==> src/rtl/dmem_access_arbiter.sv <==
// dmem_access_arbiter
// Shares one single-port, byte-addressed data memory between the pipeline
// MEM stage (cpu_*) and a debug/loader port (dbg_*). Each access runs through
// IDLE -> ACCESS -> RESP (or IDLE -> RESP for a rejected address), so the
// memory strobes are only high while the registered address and data are stable.
//
// Handshake: a requester raises req with we/addr/wdata and holds them until it
// sees a one-cycle ack; err/rdata are valid with that ack and hold afterwards.
// In the cycle after ack the requester drops req or presents a new transaction;
// any req seen in IDLE starts a new transaction. Request inputs are latched at
// grant, so later changes to them do not affect the access in flight.
module dmem_access_arbiter #(
  parameter int ADDR_W    = 64,
  parameter int DATA_W    = 64,
  parameter int MEM_BYTES = 512
) (
  input  logic              clk,
  input  logic              reset,
  // pipeline MEM stage port
  input  logic              cpu_req,
  input  logic              cpu_we,
  input  logic [ADDR_W-1:0] cpu_addr,
  input  logic [DATA_W-1:0] cpu_wdata,
  output logic              cpu_ack,
  output logic              cpu_err,
  output logic [DATA_W-1:0] cpu_rdata,
  output logic              cpu_stall,
  // debug / loader port
  input  logic              dbg_req,
  input  logic              dbg_we,
  input  logic [ADDR_W-1:0] dbg_addr,
  input  logic [DATA_W-1:0] dbg_wdata,
  output logic              dbg_ack,
  output logic              dbg_err,
  output logic [DATA_W-1:0] dbg_rdata,
  // data memory side
  output logic [ADDR_W-1:0] mem_addr,
  output logic [DATA_W-1:0] mem_wdata,
  output logic              mem_write,
  output logic              mem_read,
  input  logic [DATA_W-1:0] mem_rdata,
  // status
  output logic              busy,
  output logic [1:0]        fsm_state
);

  typedef enum logic [1:0] {
    IDLE   = 2'd0,
    ACCESS = 2'd1,
    RESP   = 2'd2
  } state_t;

  // Port identifiers used for the owner and last-grant registers.
  localparam logic PORT_CPU = 1'b0;
  localparam logic PORT_DBG = 1'b1;

  localparam logic [ADDR_W:0] ADDR_LIMIT = (ADDR_W+1)'(MEM_BYTES);
  localparam logic [ADDR_W:0] WORD_LAST  = (ADDR_W+1)'(3);

  state_t state;
  logic   own;       // port that owns the access in flight
  logic   lg;        // port granted most recently (loses the next tie)
  logic   lat_we;    // latched direction of the access in flight

  // Winner selection and the winner's request fields.
  logic              grant_dbg;
  logic              any_req;
  logic              sel_we;
  logic [ADDR_W-1:0] sel_addr;
  logic [DATA_W-1:0] sel_wdata;
  logic [ADDR_W:0]   sel_addr_end;
  logic              sel_aligned;
  logic              sel_in_range;
  logic              sel_legal;
  logic [DATA_W-1:0] load_word;
  logic [DATA_W-1:0] store_word;

  // Upper data bits carry nothing in a 32-bit word access.
  logic unused_upper_bits;
  assign unused_upper_bits = ^{cpu_wdata[DATA_W-1:32], dbg_wdata[DATA_W-1:32],
                               mem_rdata[DATA_W-1:32]};

  // Round-robin pick: a lone requester wins; on a tie the port that was not
  // granted last wins.
  always_comb begin
    any_req   = cpu_req | dbg_req;
    grant_dbg = dbg_req & (~cpu_req | (lg == PORT_CPU));
    if (grant_dbg) begin
      sel_we    = dbg_we;
      sel_addr  = dbg_addr;
      sel_wdata = dbg_wdata;
    end else begin
      sel_we    = cpu_we;
      sel_addr  = cpu_addr;
      sel_wdata = cpu_wdata;
    end
  end

  // Legal iff word aligned and the last byte of the word lies inside memory.
  // The end address is computed one bit wider so a wrap near the top of the
  // address space cannot look in-range.
  always_comb begin
    sel_addr_end = {1'b0, sel_addr} + WORD_LAST;
    sel_aligned  = (sel_addr[1:0] == 2'b00);
    sel_in_range = (sel_addr_end < ADDR_LIMIT);
    sel_legal    = sel_aligned & sel_in_range;
  end

  // Word-sized views of the memory data paths, zero-extended to DATA_W.
  always_comb begin
    load_word  = {{(DATA_W-32){1'b0}}, mem_rdata[31:0]};
    store_word = {{(DATA_W-32){1'b0}}, sel_wdata[31:0]};
  end

  // Sequencer: grant, drive the memory for exactly one cycle, then respond.
  always_ff @(posedge clk) begin
    if (reset) begin
      state     <= IDLE;
      own       <= PORT_CPU;
      lg        <= PORT_DBG;
      lat_we    <= 1'b0;
      cpu_ack   <= 1'b0;
      cpu_err   <= 1'b0;
      cpu_rdata <= '0;
      dbg_ack   <= 1'b0;
      dbg_err   <= 1'b0;
      dbg_rdata <= '0;
      mem_addr  <= '0;
      mem_wdata <= '0;
      mem_write <= 1'b0;
      mem_read  <= 1'b0;
    end else begin
      // Acks are single-cycle pulses and strobes live only in ACCESS.
      cpu_ack   <= 1'b0;
      dbg_ack   <= 1'b0;
      mem_write <= 1'b0;
      mem_read  <= 1'b0;

      case (state)
        IDLE: begin
          if (any_req) begin
            own    <= grant_dbg;
            lg     <= grant_dbg;
            lat_we <= sel_we;
            if (sel_legal) begin
              state     <= ACCESS;
              mem_addr  <= sel_addr;
              mem_wdata <= store_word;
              mem_write <= sel_we;
              mem_read  <= ~sel_we;
            end else begin
              // Rejected: respond next cycle without touching memory.
              state <= RESP;
              if (grant_dbg) begin
                dbg_ack   <= 1'b1;
                dbg_err   <= 1'b1;
                dbg_rdata <= '0;
              end else begin
                cpu_ack   <= 1'b1;
                cpu_err   <= 1'b1;
                cpu_rdata <= '0;
              end
            end
          end
        end

        ACCESS: begin
          // Memory read data is sampled at the end of the strobe cycle.
          state <= RESP;
          if (own == PORT_DBG) begin
            dbg_ack   <= 1'b1;
            dbg_err   <= 1'b0;
            dbg_rdata <= lat_we ? '0 : load_word;
          end else begin
            cpu_ack   <= 1'b1;
            cpu_err   <= 1'b0;
            cpu_rdata <= lat_we ? '0 : load_word;
          end
        end

        RESP: begin
          state <= IDLE;
        end

        default: begin
          state <= IDLE;
        end
      endcase
    end
  end

  // Stall the pipeline until its own ack arrives.
  assign cpu_stall = cpu_req & ~cpu_ack;
  assign busy      = (state != IDLE);
  assign fsm_state = state;

endmodule

==> config.mk <==
export PLATFORM = sky130hd
export DESIGN_NAME = dmem_access_arbiter
export DESIGN_NICKNAME = d
export VERILOG_FILES = /design/src/rtl/dmem_access_arbiter.sv
export SDC_FILE = /design/constraint.sdc
export NUM_CORES = 1
export LEC_CHECK = 0
export BUFFER_PORTS_ARGS = -buffer_cell sky130_fd_sc_hd__buf_2
export CAP_MARGIN = 30
export CORE_AREA = 2 2 230 232
export CTS_CLUSTER_DIAMETER = 120
export DETAILED_ROUTE_END_ITERATION = 12
export DIE_AREA = 0 0 232 234
export HOLD_SLACK_MARGIN = 0.15
export SYNTH_ARGS = -nofsm -noshare
export SYNTH_HDL_FRONTEND = slang
export SYNTH_SLANG_ARGS = --single-unit
==> constraint.sdc <==
create_clock -name clk -period 4.91 [get_ports clk]
set_input_delay 0.982 -clock clk [delete_from_list [all_inputs] [get_ports clk]]
set_output_delay 0.982 -clock clk [all_outputs]
set_load 0.01 [all_outputs]
# Yosys cells after proc, flatten, opt, wreduce, memory -nomap -nowiden
# Index checks and enable logic that the tools add are counted.
word_totals:
  register_bits: 235
  latchBits: 0
  ram_bits: 0
  mem_bits_ro: 0
  inputBits: 326
  output_inout_bits: 266
  mem_count: 0
classes:
  n_addsub: 1
  n_mul: 0
  div: 0
  order_cmp: 1
  eq_ne: 7
  shift: 0
  muxes: 37
  bitwise_logic: 12
  n_reduce_logical: 9
ops:
  columns: ["operator", "n"]
  rows:
  - ["64-bit 2-to-1 mux", 9]
  - ["64-bit one-hot mux with 2 select lines", 2]
  - ["64-bit by 2-bit adder with 65-bit output, second input constant", 1]
  - ["65-bit by 10-bit less-than comparator with 1-bit output, second input constant", 1]
  - ["32-bit 2-to-1 mux", 2]
  - ["1-bit 2-to-1 mux", 17]
  - ["2-bit != test, second input constant", 6]
  - ["5-bit AND reduction", 2]
  - ["1-bit one-hot mux with 2 select lines", 4]
  - ["1-bit inverter", 7]
  - ["2-bit zero test", 2]
  - ["2-bit 2-to-1 mux", 2]
  - ["2-bit one-hot mux with 2 select lines", 1]
  - ["2-bit nonzero test", 2]
  - ["4-bit OR reduction", 1]
  - ["1-bit AND", 3]
  - ["3-bit AND reduction", 1]
  - ["2-bit by 1-bit equality test with 1-bit output, second input constant", 1]
  - ["1-bit bitwise OR", 2]
  - ["2-bit AND reduction", 1]

# Logic depth before layout (Yosys ltp)
# Gate-level depths: netlist (run 1).
logic_depth:
  depth_word: 10
  ltp_mapped: 18

# Worst setup path before layout (run 1)
# OpenSTA, ideal clock, no wires.
synth_timing:
  kind: "in2reg"
  start: "input dbg_req"
  end: "register mem_addr[0]"
  arrival_ps: 4233
  required_time_ps: 4795
  slack_ps: 562
  path_stages: 13
  n_path_buf: 3
  path_cell_list: "a21bo_2 > or4_1 > a222oi_1 > nand3_1 > a211o_1 > o31a_1 > nor4_2 > and3_1 > buf_4 > nor2_2 > buf_4 > buf_6 > and2_1"
synth_via:
  elab_chain_cells: 6
  word_cells_on_any_way: 8
  cone_classes: "1 x add/sub; 1 x order compare; 1 x mux; 3 x bitwise; 2 x reduce/logical"
synth_lines:
  columns: ["item", "line_no", "text"]
  rows:
  - ["start: declaration", "29", "input logic dbg_req,"]
  - ["1-bit AND", "87", "grant_dbg = dbg_req & (~cpu_req | (lg == PORT_CPU));"]
  - ["64-bit 2-to-1 mux", "88", "if (grant_dbg) begin"]
  - ["64-bit by 2-bit adder with 65-bit output", "103", "sel_addr_end = {1'b0, sel_addr} + WORD_LAST;"]
  - ["65-bit by 10-bit less-than comparator with 1-bit output", "105", "sel_in_range = (sel_addr_end < ADDR_LIMIT);"]
  - ["1-bit AND", "106", "sel_legal = sel_aligned & sel_in_range;"]
  - ["3-bit AND reduction (no source line)", null, null]
  - ["end signal: assignment", "147", "mem_addr <= sel_addr;"]
  - ["end: declaration", "37", "output logic [ADDR_W-1:0] mem_addr,"]
# Several ways; a longest one is shown, not always the timed one.
# A chain may end at the register's enable or synchronous reset.

# Final worst setup path (run 1)
layout_timing:
  start: "input cpu_req"
  end: "register mem_wdata[25]"
layout_via:
  elab_chain_cells: 8
  word_cells_on_any_way: 11
  cone_classes: "1 x add/sub; 1 x order compare; 2 x mux; 5 x bitwise; 2 x reduce/logical"
layout_lines:
  columns: ["item", "line_no", "text"]
  rows:
  - ["start: declaration", "20", "input logic cpu_req,"]
  - ["1-bit inverter", "87", null]
  - ["1-bit bitwise OR", "87", null]
  - ["1-bit AND", "87", null]
  - ["64-bit 2-to-1 mux", "88", null]
  - ["64-bit by 2-bit adder with 65-bit output", "103", null]
  - ["65-bit by 10-bit less-than comparator with 1-bit output", "105", null]
  - ["1-bit AND", "106", null]
  - ["3-bit AND reduction (no source line)", null, null]
  - ["end signal: assignment", "148", "mem_wdata <= store_word;"]
  - ["end: declaration", "38", "output logic [DATA_W-1:0] mem_wdata,"]
# Several ways; a longest one is shown, not always the timed one.

==> results.json, run 1 <==
{
  "status": "finished, final reports clean",
  "seq_area_mm2": 0.00342,
  "vdd_drop_max_mv": 0.159,
  "die_w_um": 232,
  "p_leak_nw": 5.89,
  "start_util_pct": 18.6,
  "hpwl_um": 32100,
  "yosys-top-cells-area": "dfxtp_1 35%, buf_4 8.5%, nand2_1 6.0%",
  "synthFlopType": "dfxtp_1",
  "cap_violations": 0,
  "worstReg2RegEnd": "mem_wdata[25]",
  "clock_latency_ns": 0.45,
  "path_depth": 18,
  "pre_cts_slack_ns": -0.328,
  "die_height_um": 234,
  "crit_start": "cpu_req",
  "netlist_instances": 1141,
  "tightest_slew_ns": 0.640,
  "drv_slew": 0,
  "gr-total-overflow": 0,
  "finalHoldWorstSlack_ns": 0.457,
  "ys_async_sr_fraction_pct": 0,
  "grt_pass1_vias": 9629,
  "synthXorXnorAreaFrac_pct": 2.63,
  "path_cells": "buf_2 -> a21boi_4 -> buf_12 -> buf_12 -> nand4_1 -> a222oi_1 -> buf_4 -> nand4_1 -> xnor2_1 -> nand4_1 -> a2111oi_2 -> buf_4 -> and2_1 -> and3_2 -> buf_12 -> buf_12 -> nor2_1 -> a311oi_1",
  "min_period_ns": 4.55,
  "rsz0062_at_grt": "no",
  "total_power_w": 0.00333,
  "syn_area_mm2": 0.00966,
  "ys_ff_latch": 171,
  "ctsHtreeMaxLevel": 4,
  "finalSetupViolCount": 0,
  "cts_tree": "yes",
  "synthMuxAreaShare_pct": 4.95,
  "multiInputGateArea_mm2": 0.00551,
  "ys_warn_count": 0,
  "clockBufferDepth": 2,
  "finalCritPeriodShare_pct": 92.6,
  "worstHoldStart": "mem_addr[20]",
  "dieArea_mm2": 0.0543,
  "setup.worst_path.end_class": "flop",
  "crit_arrival_ns": 4.90,
  "power_density_mw_per_mm2": 255,
  "synthSimpleGateAreaFrac_pct": 26.6,
  "yosysTopAreaCell": "dfxtp_1",
  "synth.avg_cell_area_um2": 8.47,
  "reg2reg_slack_ns": 0.69,
  "cpPeakStageDelay_ns": 0.44,
  "worst_slack_ns": 0.362,
  "cp-start-kind": "input pin",
  "synth-compound-area-share_pct": 18.7,
  "rows": 84,
  "clock_skew_ns": 0.0160,
  "yosysTopAreaCellShare_pct": 35.4,
  "antenna_left": 0,
  "via_per_inst": 4.62,
  "min-delay-path-class": "flop to flop",
  "critPathMaxFanout": 32,
  "crit_type": "input pin to flop",
  "relSlewSlack_pct": 57.4,
  "gp_congestion": 0.930,
  "synth.distinct_cells": 74,
  "antenna_found_initial": 9,
  "vias": 10400,
  "ioPinCount": 592,
  "drtIter0Drc": 580,
  "cts_made_buffers": 17,
  "synth_top_family_by_area": "simple AND/OR/NAND/NOR gates",
  "drc_errors": 0,
  "nNetsFinal": 1874,
  "place_inst": 2217,
  "cp_top_family": "compound AO/OA/AOI/OAI gates",
  "synth_seq_area_share_pct": 35.4,
  "rr_startpoint": "lg",
  "synthAdderAreaFrac_pct": 0,
  "io_buffers": 399,
  "n_fill_cell": 5704,
  "drive_gt1_share_pct": 32.8,
  "grt_max_degree": 50,
  "wl_per_cell_um": 17.5,
  "worstSetupEndpoint": "mem_wdata[25]",
  "stdcell_count": 2254,
  "crit_path_frequent_cell": "buf_12",
  "hold_viol": 0,
  "first_pass_iters": 5,
  "cts_sinks": 171,
  "path_buf_inv": 7,
  "syn_to_final_growth_pct": 35.1,
  "cp_data_required_time_ns": 5.26,
  "core_mm2": 0.0520,
  "grt_usage_pct": 13.5,
  "grt_pass1_wl_um": 56800,
  "slowest_stage": "a222oi_1",
  "fmax_mhz": 220,
  "wirelength_um": 39400,
  "synth_edf_count": 0,
  "post-cts-setup-buffer-count": 0,
  "cts_root_buffer": "clkbuf_16",
  "reg2reg_depth": 17,
  "clk_pin_slew_ns": 0.08
}
==> cell usage in the layout, fill, tap and decap left out, types with 5 or more instances in the layout <==
cell type and instances:
and4_1 14, xnor2_1 14, a311oi_1 41, o21ai_0 22
nor2_1 68, dfxtp_1 171, mux2_2 6, nor3b_1 5
a21oi_1 13, nand3_1 47, clkinv_8 6, buf_12 9
a211oi_1 10, or3_1 11, a22o_1 33, nor4_1 10
o31ai_1 7, and3_1 26, nand4_1 49, mux2i_1 41
buf_2 399, nand2_1 154, conb_1 96, or4_1 8
and2_1 66, a31oi_1 5, a222oi_1 5, xor2_1 15
diode_2 5, a32o_1 32, nor3_1 21, buf_4 51
clkbuf_16 17
==> worst reg2reg max path: cells and delay by family, from the launching register on <==
kind | cells | cell delay [ns]
AO/OA/AOI/OAI | 4 | 1.52
XOR/XNOR | 1 | 0.24
flip-flops | 1 | 0.36
AND/OR/NAND/NOR | 6 | 0.84
buffers and inverters | 6 | 1.18
==> Yosys cell counts (10+ instances only) <==
cell,n
nand4_1,49
clkbuf_1,33
and2_1,66
buf_2,12
a21oi_1,14
xor2_1,15
and3_1,27
xnor2_1,14
or3_1,11
dfxtp_1,171
a311oi_1,41
a32o_1,32
nor4_1,10
a22o_1,33
buf_4,110
nand3_1,47
a211oi_1,11
mux2i_1,41
nor2_1,68
nand2_1,154
o21ai_0,22
nor3_1,21
and4_1,14
==> logic make-up (layout without fill, tap and decap cells) <==
kind of cell / after synthesis / in the layout
XOR/XNOR: 29 / 29
AO/OA/AOI/OAI: 222 / 222
flip-flops: 171 / 171
multiplexers: 47 / 47
AND/OR/NAND/NOR: 499 / 499
buffers and inverters: 172 / 497
other: 1 / 101
==> flip-flops by register name, indices dropped and copies added, names as in the netlist, 2 cells and up <==
name	cells
cpu_rdata	32
mem_wdata	32
fsm_state	2
mem_addr	64
dbg_rdata	32
==> per-stage QoR <==
step	setup TNS [ns]	util, %	cell area [um2]
global placement	-41.62	23.8	12400
finish	0	25.1	13000
detailed placement	-33.12	23.8	12400
floorplan	0	-	10000
global route	0	25.1	13000
CTS	0	25.0	13000
==> where the power goes <==
| group | internal [W] | switching [W] |
|---|---|---|
| registers | 0.00139 | 0.00000578 |
| clock network | 0.000746 | 0.000675 |
| logic | 0.000183 | 0.000325 |
| total | 0.00232 | 0.00101 |
==> metal layers <==
| metal | GRT usage (%) | vias up | routed length (um) |
|---|---|---|---|
| li1 | - | 4880 | - |
| met1 | 15.6 | 4938 | 15600 |
| met2 | 24.2 | 525 | 19400 |
| met3 | 3.26 | 63 | 3270 |
| met4 | 4.69 | 10 | 970 |
| met5 | 0 | - | 72 |
==> how the worst min path moves through the flow <==
| stage | end | slack [ns] | depth (start not counted) |
|---|---|---|---|
| CTS | mem_addr[1] | 0.46 | 1 |
| finish | mem_addr[20] | 0.46 | 1 |
| global route | mem_addr[1] | 0.47 | 1 |
| global placement | mem_addr[46] | 0.44 | 1 |
| detailed placement | mem_addr[63] | 0.44 | 1 |
| floorplan | mem_addr[0] | 0.50 | 1 |
==> final cells by class <==
type | instances | share of cell area [%]
Clock buffer | 17 | 3.26
Antenna cell | 5 | 0.0959
Multi-Input combinational cell | 893 | 42.2
Tap cell | 688 | 6.60
Sequential cell | 171 | 26.2
Clock inverter | 15 | 1.63
Inverter | 5 | 0.144
Timing Repair Buffer | 460 | 19.8
==> what timing repair did <==
action | CTS | global route
hold buffers | 0 | 0
gates resized for setup | 0 | 2
setup endpoints to repair | 0 | 95
Note: power is estimated with default switching activity, not from simulation.
==> run 2, diff against run 1 <==
--- a/config.mk
+++ b/config.mk
@@ -12,6 +12,7 @@
 export DETAILED_ROUTE_END_ITERATION = 12
 export DIE_AREA = 0 0 232 234
 export HOLD_SLACK_MARGIN = 0.15
+export PLACE_DENSITY_LB_ADDON = 0.05
 export SYNTH_ARGS = -nofsm -noshare
 export SYNTH_HDL_FRONTEND = slang
 export SYNTH_SLANG_ARGS = --single-unit
==> run 2 against run 1 <==
  * Final cell count increased by 0.27%
  * Critical path depth shrank 2
  * Hold slack got worse by 0.0037 ns
  * First-iteration DRC count shrank 22%
  * Highest routed layer unchanged
==> results.json, run 2 (synthesized netlist as in run 1, its figures left out) <==
{
  "status": "finished, final reports clean",
  "power.share.clock_pct": 42.5,
  "die_height_um": 234,
  "crit_type": "input pin to flop",
  "via_per_inst": 4.41,
  "pwr-share-comb_pct": 15.6,
  "ioPinCount": 592,
  "cap_violations": 0,
  "syn_to_final_growth_pct": 35.0,
  "clockBufferDepth": 2,
  "total_power_w": 0.00333,
  "dieArea_mm2": 0.0543,
  "p_sw_w": 0.00105,
  "relSlewSlack_pct": 57.3,
  "cts_tree": "yes",
  "top_register": "mem_addr",
  "finish.utilization_pct": 25.1,
  "min_period_ns": 4.68,
  "rows": 84,
  "drv_slew": 0,
  "hold_viol": 0,
  "finalHoldWorstSlack_ns": 0.453,
  "final_cell_mix": "399 x buf_2, 171 x dfxtp_1, 154 x nand2_1",
  "rr_startpoint": "lg",
  "ctsHoldBuffers": 0,
  "power_density_mw_per_mm2": 255,
  "cts_resized": 0,
  "wl_per_cell_um": 19.3,
  "first_pass_iters": 5,
  "post-cts-setup-buffer-count": 0,
  "cts_sinks": 171,
  "clock_skew_ns": 0.0134,
  "finalCritPeriodShare_pct": 95.2,
  "gr-total-overflow": 0,
  "min_to": "mem_addr[22]",
  "vdd_drop_max_mv": 0.255,
  "cpPeakStageDelay_ns": 0.53,
  "start_util_pct": 18.6,
  "drive_gt1_share_pct": 33.0,
  "cp_data_required_time_ns": 5.28,
  "largest_reg_flops": 64,
  "hpwl_um": 34600,
  "vias": 9974,
  "antenna_left": 0,
  "grt_pass1_vias": 9548,
  "nNetsFinal": 1882,
  "reg2reg_depth": 16,
  "p_leak_nw": 5.90,
  "ctsHtreeMaxLevel": 4,
  "cts_made_buffers": 17,
  "fmax_mhz": 214,
  "p_int_w": 0.00228,
  "drc_errors": 0,
  "reg2reg_slack_ns": 0.54,
  "gp_congestion": 0.786,
  "grt_usage_pct": 15.4,
  "core_mm2": 0.0520,
  "cp-start-kind": "input pin",
  "setup.worst_path.end_class": "flop",
  "final_common_cell": "buf_2",
  "rsz0062_at_grt": "no",
  "clock_latency_ns": 0.47,
  "crit_arrival_ns": 5.04,
  "finalSetupViolCount": 0,
  "grt_pass1_wl_um": 62100,
  "whs_path_depth": 1,
  "clk_pin_slew_ns": 0.07,
  "crit_start": "cpu_req",
  "worstReg2RegEnd": "mem_wdata[28]",
  "slowest_stage": "a2111oi_0",
  "cts_root_buffer": "clkbuf_16",
  "pwr-share-seq_pct": 41.9,
  "critPathMaxFanout": 31,
  "path_cells": "buf_2 -> a21boi_4 -> buf_12 -> mux2_2 -> a2111oi_0 -> nand3_1 -> xnor2_1 -> o2111ai_1 -> a2111oi_0 -> buf_1 -> buf_4 -> and2_1 -> and3_2 -> buf_4 -> nor2_1 -> a311oi_1",
  "fin_tns_setup_ns": 0,
  "drtIter0Drc": 455,
  "io_buffers": 399,
  "tightest_slew_ns": 0.641,
  "min-delay-path-class": "flop to flop",
  "die_w_um": 232,
  "switching_share_pct": 31.7,
  "wirelength_um": 43600,
  "worstHoldStart": "mem_addr[22]",
  "grt_max_degree": 63,
  "antenna_found_initial": 12
}
run 2: worst max-delay path: cells and delay by family:
family	cells	cell delay [ns]
AO/OA/AOI/OAI	5	1.71
buffers and inverters	5	1.05
AND/OR/NAND/NOR	4	0.67
multiplexers	1	0.39
XOR/XNOR	1	0.20
run 2: area by class of cell:
class	count	area [um2]
Multi-Input combinational cell	893	5500
Timing Repair Buffer	468	2610
Sequential cell	171	3420
Clock buffer	17	425
Antenna cell	3	7.51
Clock inverter	15	195
Inverter	5	18.8
Fill cell	5859	39000
Tap cell	688	861
run 2: power groups by stage:
stage	sequential [W]	clock [W]	combinational, W
2_1_floorplan	0.00143	0	0.000314
3_3_place_gp	0.00143	0	0.000528
3_5_place_dp	0.00143	0	0.000525
4_1_cts	0.00140	0.00148	0.000527
5_1_grt	0.00140	0.00153	0.000574
6_report	0.00140	0.00141	0.000520
run 2: stage by stage:
stage | cells | area, um2 | setup slack [ns]
3_3_place_gp | 2224 | 12400 | -0.609
3_5_place_dp | 2225 | 12400 | -0.274
2_1_floorplan | 1236 | 10000 | 0.562
6_report | 2260 | 13000 | 0.235
5_1_grt | 2257 | 13000 | 0.0342
4_1_cts | 2257 | 13000 | 0.253
run 2: worst max-delay path by stage:
stage               slack (ns)            end  depth (start not counted)
global placement         -0.61  mem_wdata[21]                         15
finish                    0.23  mem_wdata[28]                         16
CTS                       0.25   mem_wdata[9]                         16
detailed placement       -0.27   mem_wdata[9]                         16
global route              0.03  mem_wdata[30]                         17
floorplan                 0.56    mem_addr[0]                         13
run 2: layer usage:
metal | share of wire (%) | global-route usage [%]
met1 | 46 | 20.1
met2 | 46 | 25.0
met3 | 6.7 | 4.34
met4 | 1.0 | 3.47
met5 | 0.29 | 0
